## src/rtl/imem_fetch_sequencer.sv

```systemverilog
// Fetch sequencer for the word-indexed, async-read instruction memory.
// Owns the PC, drives the memory address, and registers each fetched word
// into a one-entry valid/ready slot for decode. Handles branch redirect,
// stall, halt on HLT, end-of-memory stop and out-of-range branch fault.
//
// Ports:
//   CLK, RESET_n          clock, synchronous active-low reset
//   Start                 begin/restart fetch at RESET_PC (IDLE, HALT, FAULT)
//   Stall                 freeze fetch; a ready decode still drains the slot
//   BranchTaken/Target    one-cycle redirect to a word index
//   ImemAddress/ImemData  instruction memory address (== PC) and read data
//   Instr/InstrPC/Valid   output slot towards decode
//   InstrReady            decode accepts the slot this cycle
//   PC                    current fetch PC
//   Halted, Fault         state flags
//   FetchCount            words latched since Start, saturating
module imem_fetch_sequencer #(
  parameter int unsigned            BITSIZE   = 32,
  parameter int unsigned            REGSIZE   = 64,
  parameter int unsigned            MEMDEPTH  = 64,
  parameter logic [REGSIZE-1:0]     RESET_PC  = '0,
  parameter logic [BITSIZE-1:0]     HALT_WORD = BITSIZE'(32'hD4400000)
) (
  input  logic               CLK,
  input  logic               RESET_n,
  input  logic               Start,
  input  logic               Stall,
  input  logic               BranchTaken,
  input  logic [REGSIZE-1:0] BranchTarget,
  output logic [REGSIZE-1:0] ImemAddress,
  input  logic [BITSIZE-1:0] ImemData,
  output logic [BITSIZE-1:0] Instr,
  output logic [REGSIZE-1:0] InstrPC,
  output logic               InstrValid,
  input  logic               InstrReady,
  output logic [REGSIZE-1:0] PC,
  output logic               Halted,
  output logic               Fault,
  output logic [15:0]        FetchCount
);

  localparam int unsigned       CNTW    = 16;
  localparam logic [REGSIZE-1:0] DEPTH   = REGSIZE'(MEMDEPTH);
  localparam logic [REGSIZE-1:0] LAST_PC = REGSIZE'(MEMDEPTH - 1);
  localparam logic [CNTW-1:0]   CNT_MAX = '1;

  typedef enum logic [1:0] {
    S_IDLE  = 2'd0,
    S_FETCH = 2'd1,
    S_HALT  = 2'd2,
    S_FAULT = 2'd3
  } state_t;

  state_t             state_q;
  logic [REGSIZE-1:0] pc_q;
  logic [BITSIZE-1:0] instr_q;
  logic [REGSIZE-1:0] instr_pc_q;
  logic               valid_q;
  logic               halted_q;
  logic               fault_q;
  logic [CNTW-1:0]    cnt_q;

  logic [CNTW-1:0]    cnt_d;
  logic               slot_free;
  logic               stop_here;

  // Saturating fetch counter increment.
  assign cnt_d     = (cnt_q == CNT_MAX) ? cnt_q : cnt_q + CNTW'(1);
  // Slot can take a new word when empty or being consumed this cycle.
  assign slot_free = !valid_q || InstrReady;
  // Word being latched ends the run: HLT encoding or last memory word.
  assign stop_here = (ImemData == HALT_WORD) || (pc_q == LAST_PC);

  // Sequencer state machine with registered outputs.
  always_ff @(posedge CLK) begin
    if (!RESET_n) begin
      state_q    <= S_IDLE;
      pc_q       <= RESET_PC;
      instr_q    <= '0;
      instr_pc_q <= '0;
      valid_q    <= 1'b0;
      halted_q   <= 1'b0;
      fault_q    <= 1'b0;
      cnt_q      <= '0;
    end else begin
      case (state_q)
        S_IDLE: begin
          if (Start) begin
            state_q <= S_FETCH;
            pc_q    <= RESET_PC;
            cnt_q   <= '0;
            valid_q <= 1'b0;
          end
        end

        S_FETCH: begin
          if (BranchTaken) begin
            // Redirect flushes the slot; an out-of-range target faults
            // without moving the PC so the address stays in range.
            valid_q <= 1'b0;
            if (BranchTarget >= DEPTH) begin
              state_q <= S_FAULT;
              fault_q <= 1'b1;
            end else begin
              pc_q <= BranchTarget;
            end
          end else if (Stall) begin
            if (InstrReady) begin
              valid_q <= 1'b0;
            end
          end else if (slot_free) begin
            instr_q    <= ImemData;
            instr_pc_q <= pc_q;
            valid_q    <= 1'b1;
            cnt_q      <= cnt_d;
            if (stop_here) begin
              state_q  <= S_HALT;
              halted_q <= 1'b1;
            end else begin
              pc_q <= pc_q + REGSIZE'(1);
            end
          end
        end

        S_HALT, S_FAULT: begin
          if (Start) begin
            state_q  <= S_FETCH;
            pc_q     <= RESET_PC;
            valid_q  <= 1'b0;
            cnt_q    <= '0;
            halted_q <= 1'b0;
            fault_q  <= 1'b0;
          end else if (InstrReady) begin
            // Final word stays offered until decode takes it.
            valid_q <= 1'b0;
          end
        end

        default: begin
          state_q <= S_IDLE;
        end
      endcase
    end
  end

  assign ImemAddress = pc_q;
  assign PC          = pc_q;
  assign Instr       = instr_q;
  assign InstrPC     = instr_pc_q;
  assign InstrValid  = valid_q;
  assign Halted      = halted_q;
  assign Fault       = fault_q;
  assign FetchCount  = cnt_q;

endmodule

```

## config.mk

```make
export PLATFORM = sky130hd
export DESIGN_NAME = imem_fetch_sequencer
export DESIGN_NICKNAME = d
export VERILOG_FILES = /design/src/rtl/imem_fetch_sequencer.sv
export SDC_FILE = /design/constraint.sdc
export NUM_CORES = 1
export LEC_CHECK = 0
export ABC_AREA = 1
export BUFFER_PORTS_ARGS = -buffer_cell sky130_fd_sc_hd__buf_4
export CAP_MARGIN = 25
export CORE_MARGIN = 3
export CORE_UTILIZATION = 50
export DETAILED_ROUTE_END_ITERATION = 6
export GPL_TIMING_DRIVEN = 0
export PLACE_DENSITY = 0.86
export SETUP_SLACK_MARGIN = 0.1
export SLEW_MARGIN = 10
export SYNTH_ARGS = -nofsm -noshare
export SYNTH_HDL_FRONTEND = slang
export SYNTH_SLANG_ARGS = --single-unit
export TNS_END_PERCENT = 20
```

## constraint.sdc

```tcl
create_clock -name CLK -period 2.55 [get_ports CLK]
set_input_delay 0.1275 -clock CLK [delete_from_list [all_inputs] [get_ports CLK]]
set_output_delay 0.1275 -clock CLK [all_outputs]
set_load 0.02 [all_outputs]
```

After elaboration in Yosys (flattened, before gate mapping)
Cells that the tools add are included.
{ "totals": {"ff_bits": 181, "latchBits": 0, "ramBits": 0, "romBits": 0, "in_bits": 102, "out_inout_bits": 243, "word_cells": 85, "memories": 0} }
{ "classes": {"add_sub_neg": 2, "mul": 0, "n_div": 0, "n_lt_le_gt_ge": 1, "eq_ne": 23, "shift": 0, "mux": 35, "n_bitwise": 2, "reduce_logical": 14} }
{ "ops": {"columns": ["cell", "n"], "rows": [
  ["$mux W64", 6],
  ["$pmux W64 S2", 1],
  ["$mux W16", 5],
  ["$add A64 B1 Y64 const B", 1],
  ["$eq A64 B6 Y1 const B", 1],
  ["$ge A64 B7 Y1 const B", 1],
  ["$eq A32 B32 Y1 const B", 1],
  ["$pmux W16 S2", 1],
  ["$ne A2 B2 Y1 const B", 9],
  ["$ne A3 B3 Y1 const B", 6],
  ["$add A16 B1 Y16 const B", 1],
  ["$eq A16 B16 Y1 const B", 1],
  ["$reduce_and A5 Y1", 3],
  ["$mux W1", 12],
  ["$mux W2", 6],
  ["$reduce_and A4 Y1", 2],
  ["$reduce_and A6 Y1", 1],
  ["$eq A2 B2 Y1 const B", 2],
  ["$ne A4 B4 Y1 const B", 1],
  ["$pmux W1 S2", 2],
  ["$pmux W2 S2", 1],
  ["$pmux W1 S3", 1],
  ["$reduce_or A3 Y1", 1],
  ["$eq A2 B1 Y1 const B", 1],
  ["8 further kinds", 10]
]} }

Depth between registers and ports, before layout
Gate-level depths: netlist (run 1).
{ "logic_depth": {"depth_word": 7, "ltp_mapped": 14, "mapped_depth_nobuf": 14} }

Least setup slack after synthesis (run 1)
OpenSTA, ideal clock, no wires.
{ "synth_path": {"path_type": "register -> register", "startpoint": "register cnt_q[0] (netlist: FetchCount[0])", "endpoint": "register cnt_q[11] (netlist: FetchCount[11])", "setup_time_ns": 0.119, "arrival_ns": 1.822, "required_ns": 2.431, "slack_ns": 0.610, "stages_incl_launch_ff": 10, "path_buffers": 1, "synth_period_minus_slack_ns": 1.940, "path_cell_list": "dfxtp_1 > ha_1 > nand2_1 > nor3_1 > nand3_1 > nand2_1 > buf_2 > nor3_1 > a21oi_1 > nor2_1"} }
{ "synth_via": {"elab_chain_cells": 6, "elab_cells_between_ends": 9, "classes_between": "1 x add/sub; 2 x eq/ne; 5 x mux; 1 x reduce/logical"} }
{ "synth_lines": {"columns": ["item", "line_no", "source"], "rows": [
  ["start, declared", "61", "logic [CNTW-1:0] cnt_q;"],
  ["start signal, assigned", "115", "cnt_q <= cnt_d;"],
  ["$add A16 B1 Y16", "68", "assign cnt_d = (cnt_q == CNT_MAX) ? cnt_q : cnt_q + CNTW'(1);"],
  ["$mux W16", "68", null],
  ["$mux W16", "111", "end else if (slot_free) begin"],
  ["$mux W16", "107", "end else if (Stall) begin"],
  ["$mux W16", "97", "if (BranchTaken) begin"],
  ["$pmux W16 S2", "86", "case (state_q)"]
]} }
Several ways; a longest one is shown, not always the timed one. The select of a mux whose other input is x is not followed.
A chain may end at the register's enable or synchronous reset.

Worst setup path after layout (run 1)
{ "layout_path": {"startpoint": "register pc_q[14] (netlist: ImemAddress[14])", "endpoint": "register pc_q[47] (netlist: ImemAddress[47])"} }
{ "layout_via": {"elab_chain_cells": 6, "elab_cells_between_ends": 10, "classes_between": "1 x add/sub; 2 x eq/ne; 5 x mux; 2 x reduce/logical"} }
{ "layout_lines": {"columns": ["item", "line_no", "source"], "rows": [
  ["start, declared", "55", "logic [REGSIZE-1:0] pc_q;"],
  ["start signal, assigned", "105", "pc_q <= BranchTarget;"],
  ["start signal, assigned", "120", "pc_q <= pc_q + REGSIZE'(1);"],
  ["$add A64 B1 Y64", "120", null],
  ["$mux W64", "116", "if (stop_here) begin"],
  ["$mux W64", "111", null],
  ["$mux W64", "107", null],
  ["$mux W64", "97", null],
  ["$pmux W64 S2", "86", null]
]} }
Several ways; a longest one is shown, not always the timed one. The select of a mux whose other input is x is not followed.

==> impl_metrics.csv, run 1 <==
group,metric,value,unit
setup_path,worstPathCellList,"nand2_1 -> nor2_1 -> nand2_1 -> nor2_4 -> nand4_1 -> buf_4 -> nand2_1 -> nand2_1 -> nor2_1 -> nor2_1 -> nor2_1",
sta,max_slew_margin,30.19,%
floorplanning,start_util,51.64,%
detailed_routing,vias,12990,
clock_network,cts.clk_slew.worst_paths,70,ps
sta,worst_slack,224.3,ps
worst_hold_path,hold_path.startpoint,"BranchTarget[20]",
synth,synth_edf_count,0,
synth,yosysMostFrequentCell,"nand2_1",
grt,met3_usage,7.615,%
grt,met2_usage,61.10,%
detailed_routing,totalWireLength,42.90,mm
detailed_routing,dr.first_iter.drc_count,1315,
detailed_routing,remaining_drc_errors,0,
final_layout,finish.net_count,2210,
sta,final_hold_viol_count,0,
grt,antenna_found_initial,0,
placement,place_ws,71.75,ps
synth,synth_largest_type_area_fraction,34.24,%
synth,syn_inst,1709,
clock_network,cts_root_buffer,"clkbuf_16",
final_layout,area_growth,36.07,%
detailed_routing,wire_per_inst,17.98,um
setup_path,crit_path_max_incr_delay,550,ps
sta,fin_skew,11.05,ps
floorplanning,coreArea,0.02049,mm^2
synth,synth_fp_nets,1813,
setup_path,r2r_slack,220,ps
setup_path,critPathCapture,"ImemAddress[47]",
setup_path,r2r_start,"ImemAddress[14]",
setup_path,path_depth,11,
placement,place_congestion,0.9985,
setup_path,cp_top_family,"simple AND/OR/NAND/NOR gates",
synth,synth_area_leaders,"dfxtp_1 34%, nand2_1 15%, nor2_1 15%",
grt,grt_pass1_wl,64.02,mm
final_layout,diodes,0,
sta,rsz0062_at_grt,"true",
grt,grt_pass1_vias,12100,
clock_network,cts_buffer_depth,2,
status,outcome,"complete, no violations",
clock_network,cts_tree,"done",
synth,ys.flop_type,"dfxtp_1",
sta,min_period,2326,ps
floorplanning,rows,52,
power,p_per_area,590.4,mW/mm^2
detailed_routing,first_pass_iters,5,
setup_path,crit_fanout,8,
placement,dp_hpwl,32.54,mm
floorplanning,num_io_pins,345,
run,drv_cap,0,
synth,ys_seq_area_share,34.24,%
detailed_routing,ant_nets,0,
synth,synth-seq-cells,181,
floorplanning,die_x,151.5,um
synth,ys_async_sr_fraction,0,%
synth,yosys_warnings,0,
setup_path,crit_start,"ImemAddress[14]",
setup_path,cp.arrival,2710,ps
floorplanning,die_y,151.5,um
setup_path,ff2ff_path_depth,11,
synth,yosys.area.top_type,"dfxtp_1",
synth,syn_avg_cell_area,6.192,um^2
setup_path,start_kind,"flop",
grt,gr-max-usage-layer,"met2",
synth,synthDistinctLibCells,40,
sta,worst_pin_slew,1047,ps
grt,grt_max_degree,17,
setup_path,slowest_stage,"dfxtp_1",
synth,synth_area,0.01058,mm^2
setup_path,required,2930,ps
sta,setup-tns-final,0,ps
grt,overflow,0,
grt,grt_use_total,35.97,%
sta,setup_viol,0,
clock_network,cts_num_sinks,181,
setup_path,r2r-end,"ImemAddress[47]",
setup_path,path_buf_inv,1,
worst_hold_path,min_path_type,"primary input to flop",
grt,met1_usage,42.85,%
setup_path,endpoint_kind,"flop",
synth,synth_commonest_cells,"414 x nand2_1, 413 x nor2_1, 181 x dfxtp_1",
sta,clock.fmax,430.0,MHz
sta,maxSlewViolCount,0,
placement,place.port_buffers,342,
setup_path,worst-setup-path-type,"flop to flop",
clock_network,clock_latency,440,ps
power,total_power,8.502,mW
clock_network,cts_buffers,17,
detailed_routing,drt-vias-per-instance,5.444,
power,leakage,6.799,nW
sta,fin_hold_ws,28.87,ps
final_layout,final_layout_size_suffix_gt1_share,24.91,%
sta,finalCritPeriodShare,91.21,%
floorplanning,dieArea,0.02295,mm^2
clock_network,cts_max_level,4,
power,peakVddDrop,0.5459,mV
## per-layer routing
metal | vias up | share of wire [%]
met3 | 127 | 10
met1 | 5915 | 37
met2 | 765 | 48
met4 | 0 | 4.5
met5 | - | 0
li1 | 6183 | -
## worst min-delay path: stages
cell and delay, ps:
buf_4 80, nand2_1 40, nand2_1 50, nor2_1 40
nor2_1 80
## flip-flops by register name, indices dropped and copies added, names as in the netlist
name and cells:
ImemAddress 64, InstrPC 64, Instr 32, FetchCount 16
state_q 2, Fault 1, Halted 1, InstrValid 1
## kinds of logic after synthesis
| kind of cell | Yosys count | synth area share, % |
|---|---|---|
| fa+ha+maj | 2 | 0.2364 |
| buf+inv | 253 | 11.98 |
| xor+xnor | 8 | 0.6621 |
| compound gates | 260 | 12.83 |
| simple gates | 1005 | 40.06 |
| flops | 181 | 34.24 |
## what timing repair did
action	4_1_cts	5_1_grt
cloned	0	0
pin swaps	0	4
hold buffers	31	0
endpoints found under the setup margin	12	51
setup buffers	0	5
endpoints found under the hold margin	32	0
resized for setup	2	8
## area by class of cell
type | count | area [um^2]
sequential | 181 | 3631
tap | 270 | 337.8
buffer | 128 | 800.8
timing repair buffer | 378 | 2915
inverter | 125 | 469.2
multi-input combinational | 1275 | 5703
fill | 1742 | 6095
clock buffer | 19 | 442.9
clock inverter | 10 | 100.1
## stage by stage
step | instances | cell area [um^2] | util (%)
after detailed placement | 2321 | 13490 | 65.81
after CTS | 2381 | 14350 | 69.99
after global placement | 2321 | 13490 | 65.81
final | 2386 | 14400 | 70.26
after floorplan | 1709 | 10580 | -
after global routing | 2386 | 14400 | 70.26
## worst min path at each step
stage	cells after the start	slack, ps	to
after floorplan	2	260	Instr[24]
after global placement	3	370	Instr[28]
after detailed placement	3	380	Instr[21]
after CTS	3	10	Instr[0]
after global routing	3	30	Instr[22]
final	5	30	ImemAddress[20]
## where the power goes
part	internal, mW	total (mW)	switching [mW]
combinational	1.02	2.54	1.51
clock	1.36	2.58	1.21
sequential	3.06	3.39	0.327
total	5.45	8.50	3.06
## cell usage in the layout (no fill, tap or decap), types with 4 or more instances in the layout
cell           instances
nor2_1               413
nand2_1              413
buf_4                412
dfxtp_1              175
o21ai_0              140
inv_1                115
a21oi_1               98
nand3_1               65
nor3_1                34
dlygate4sd3_1         31
clkbuf_1              29
buf_2                 24
nand4_1               22
clkbuf_16             17
nor4_1                12
nand3b_1              11
inv_2                 10
nor2_4                 9
xor2_1                 8
dfxtp_2                6
a21oi_2                6
buf_6                  6
a22oi_1                6
or2_2                  4
buf_1                  4
nor2_2                 4
clkinvlp_4             4
Power figures use the tool's default switching activity.
==> run 2, diff against run 1 <==
clock period = 2.5 ns   (was 2.55 ns; I/O delays follow)
==> run 2 against run 1 <==
Effect of this change:
- die area stayed put
- fmax shrank 0.19%
- first-iteration DRC count is 0.61% higher
- global-route usage did not move
- sequential share of layout area shrank 0.072 points
- clock skew up 2.5 ps
- count of clock-buffer cells in the layout is the same
==> impl_metrics.csv, run 2 (synthesis gave the netlist of run 1 again) <==
group,metric,value,unit
grt,grt_pass1_wl,64.02,mm
sta,worst_pin_slew,1030,ps
sta,finalCritPeriodShare,93.21,%
grt,met1_usage,42.85,%
grt,grt_use_total,35.97,%
power,total_power,8.661,mW
detailed_routing,dr.first_iter.drc_count,1323,
sta,fin_skew,13.51,ps
final_layout,layout_commonest_cell,"buf_4",
placement,place_congestion,0.9985,
setup_path,endpoint_kind,"flop",
setup_path,crit_fanout,9,
sta,fin_hold_ws,20.22,ps
final_layout,diodes,0,
detailed_routing,wire_per_inst,18.00,um
final_layout,layout_common_cells,"416 x buf_4, 413 x nor2_1, 413 x nand2_1, 174 x dfxtp_1, 140 x o21ai_0",
sta,clock.fmax,429.2,MHz
final_layout,finish.net_count,2214,
floorplanning,num_io_pins,345,
clock_network,cts_buffer_depth,2,
run,drv_cap,0,
clock_network,cts.clk_slew.worst_paths,70,ps
grt,met2_usage,61.10,%
grt,antenna_found_initial,0,
setup_path,cp.arrival,2710,ps
worst_hold_path,min_path_type,"primary input to flop",
final_layout,area_growth,36.51,%
power,leakage,6.822,nW
clock_network,cts_max_level,4,
sta,maxSlewViolCount,0,
grt,gr-max-usage-layer,"met2",
clock_network,clock_latency,440,ps
placement,dp_hpwl,32.54,mm
detailed_routing,totalWireLength,43.01,mm
placement,place.port_buffers,342,
clock_network,cts_root_buffer,"clkbuf_16",
sta,final_hold_viol_count,0,
setup_path,worst-setup-path-type,"flop to flop",
detailed_routing,ant_nets,0,
floorplanning,die_x,151.5,um
floorplanning,coreArea,0.02049,mm^2
detailed_routing,remaining_drc_errors,0,
detailed_routing,drt-vias-per-instance,5.448,
clock_network,cts_buffers,17,
setup_path,start_kind,"flop",
final_layout,seqCellArea,0.003632,mm^2
status,outcome,"complete, no violations",
grt,overflow,0,
sta,min_period,2330,ps
floorplanning,dieArea,0.02295,mm^2
clock_network,cts_num_sinks,181,
grt,grt_max_degree,17,
sta,rsz0062_at_grt,"true",
floorplanning,die_y,151.5,um
final_layout,fill_cells,1733,
floorplanning,rows,52,
power,p_per_area,599.5,mW/mm^2
power,peakVddDrop,0.5589,mV
grt,met3_usage,7.615,%
floorplanning,start_util,51.64,%
sta,max_slew_margin,31.34,%
grt,grt_pass1_vias,12100,
clock_network,cts_tree,"done",
detailed_routing,first_pass_iters,5,
setup_path,required,2880,ps
final_layout,multi_input_area,0.005718,mm^2
sta,setup-tns-final,0,ps
sta,setup_viol,0,
final_layout,final_layout_size_suffix_gt1_share,25.14,%
detailed_routing,vias,13020,
[run 2: changes by cell type in the layout (fill, tap and decap cells not counted), sizes merged]
cell,before,now
buf,446,450
[run 2: final timing paths]
check                           cells after the start        startpoint  slack [ps]         endpoint
worst max-delay path                               11    ImemAddress[5]         170  ImemAddress[47]
worst min-delay path                                5  BranchTarget[20]          20  ImemAddress[20]
worst max register to register                     11    ImemAddress[5]         170  ImemAddress[47]
worst min register to register                      2        InstrPC[0]         470       InstrPC[0]
[run 2: worst max-delay path, stage by stage, from the launching register on]
cell and delay (ps):
dfxtp_1 600, nand2_1 190, nor2_4 160, nand3_4 150, nor2_4 250, nand4_1 310, buf_4 260, nand2_1 50
nand2_1 40, nor2_1 120, nor2_1 60, nor2_1 90
[run 2: report_power, final]
| group | switching, mW | internal, mW | leakage [nW] | total [mW] |
|---|---|---|---|---|
| clock network | 1.23 | 1.39 | 0.254 | 2.62 |
| logic | 1.54 | 1.04 | 5.08 | 2.59 |
| registers | 0.335 | 3.12 | 1.48 | 3.45 |
[run 2: stage by stage]
stage	std cells	cell area (um^2)	setup WS [ps]	utilization, %
floorplan	1709	10580	559.6	-
global placement	2321	13490	64.82	65.81
detailed placement	2321	13490	21.75	65.81
CTS	2381	14350	2.270	69.99
global route	2390	14450	36.12	70.49
finish	2390	14450	169.8	70.49
[run 2: timing repair]
item                                    CTS  global route
pin swaps                                 0             5
resized for setup                         2            12
hold buffers                             31             0
setup buffers                             0             9
gates cloned                              0             0
endpoints found under the setup margin   33            99
endpoints found under the hold margin    32             0
[run 2: cell type report]
class                      count  share of cell area, %
inverter                     125                  3.248
clock inverter                10                 0.6929
buffer                       128                  5.543
multi-input combinational   1275                  39.58
sequential                   181                  25.14
clock buffer                  19                  3.066
tap                          270                  2.338
timing repair buffer         382                  20.39
[run 2: metal layers]
| metal | share of wire (%) | wire length, um |
|---|---|---|
| met1 | 37 | 15910 |
| met2 | 48 | 20480 |
| met4 | 4.4 | 1908 |
| met5 | 0 | 0 |
| met3 | 11 | 4711 |
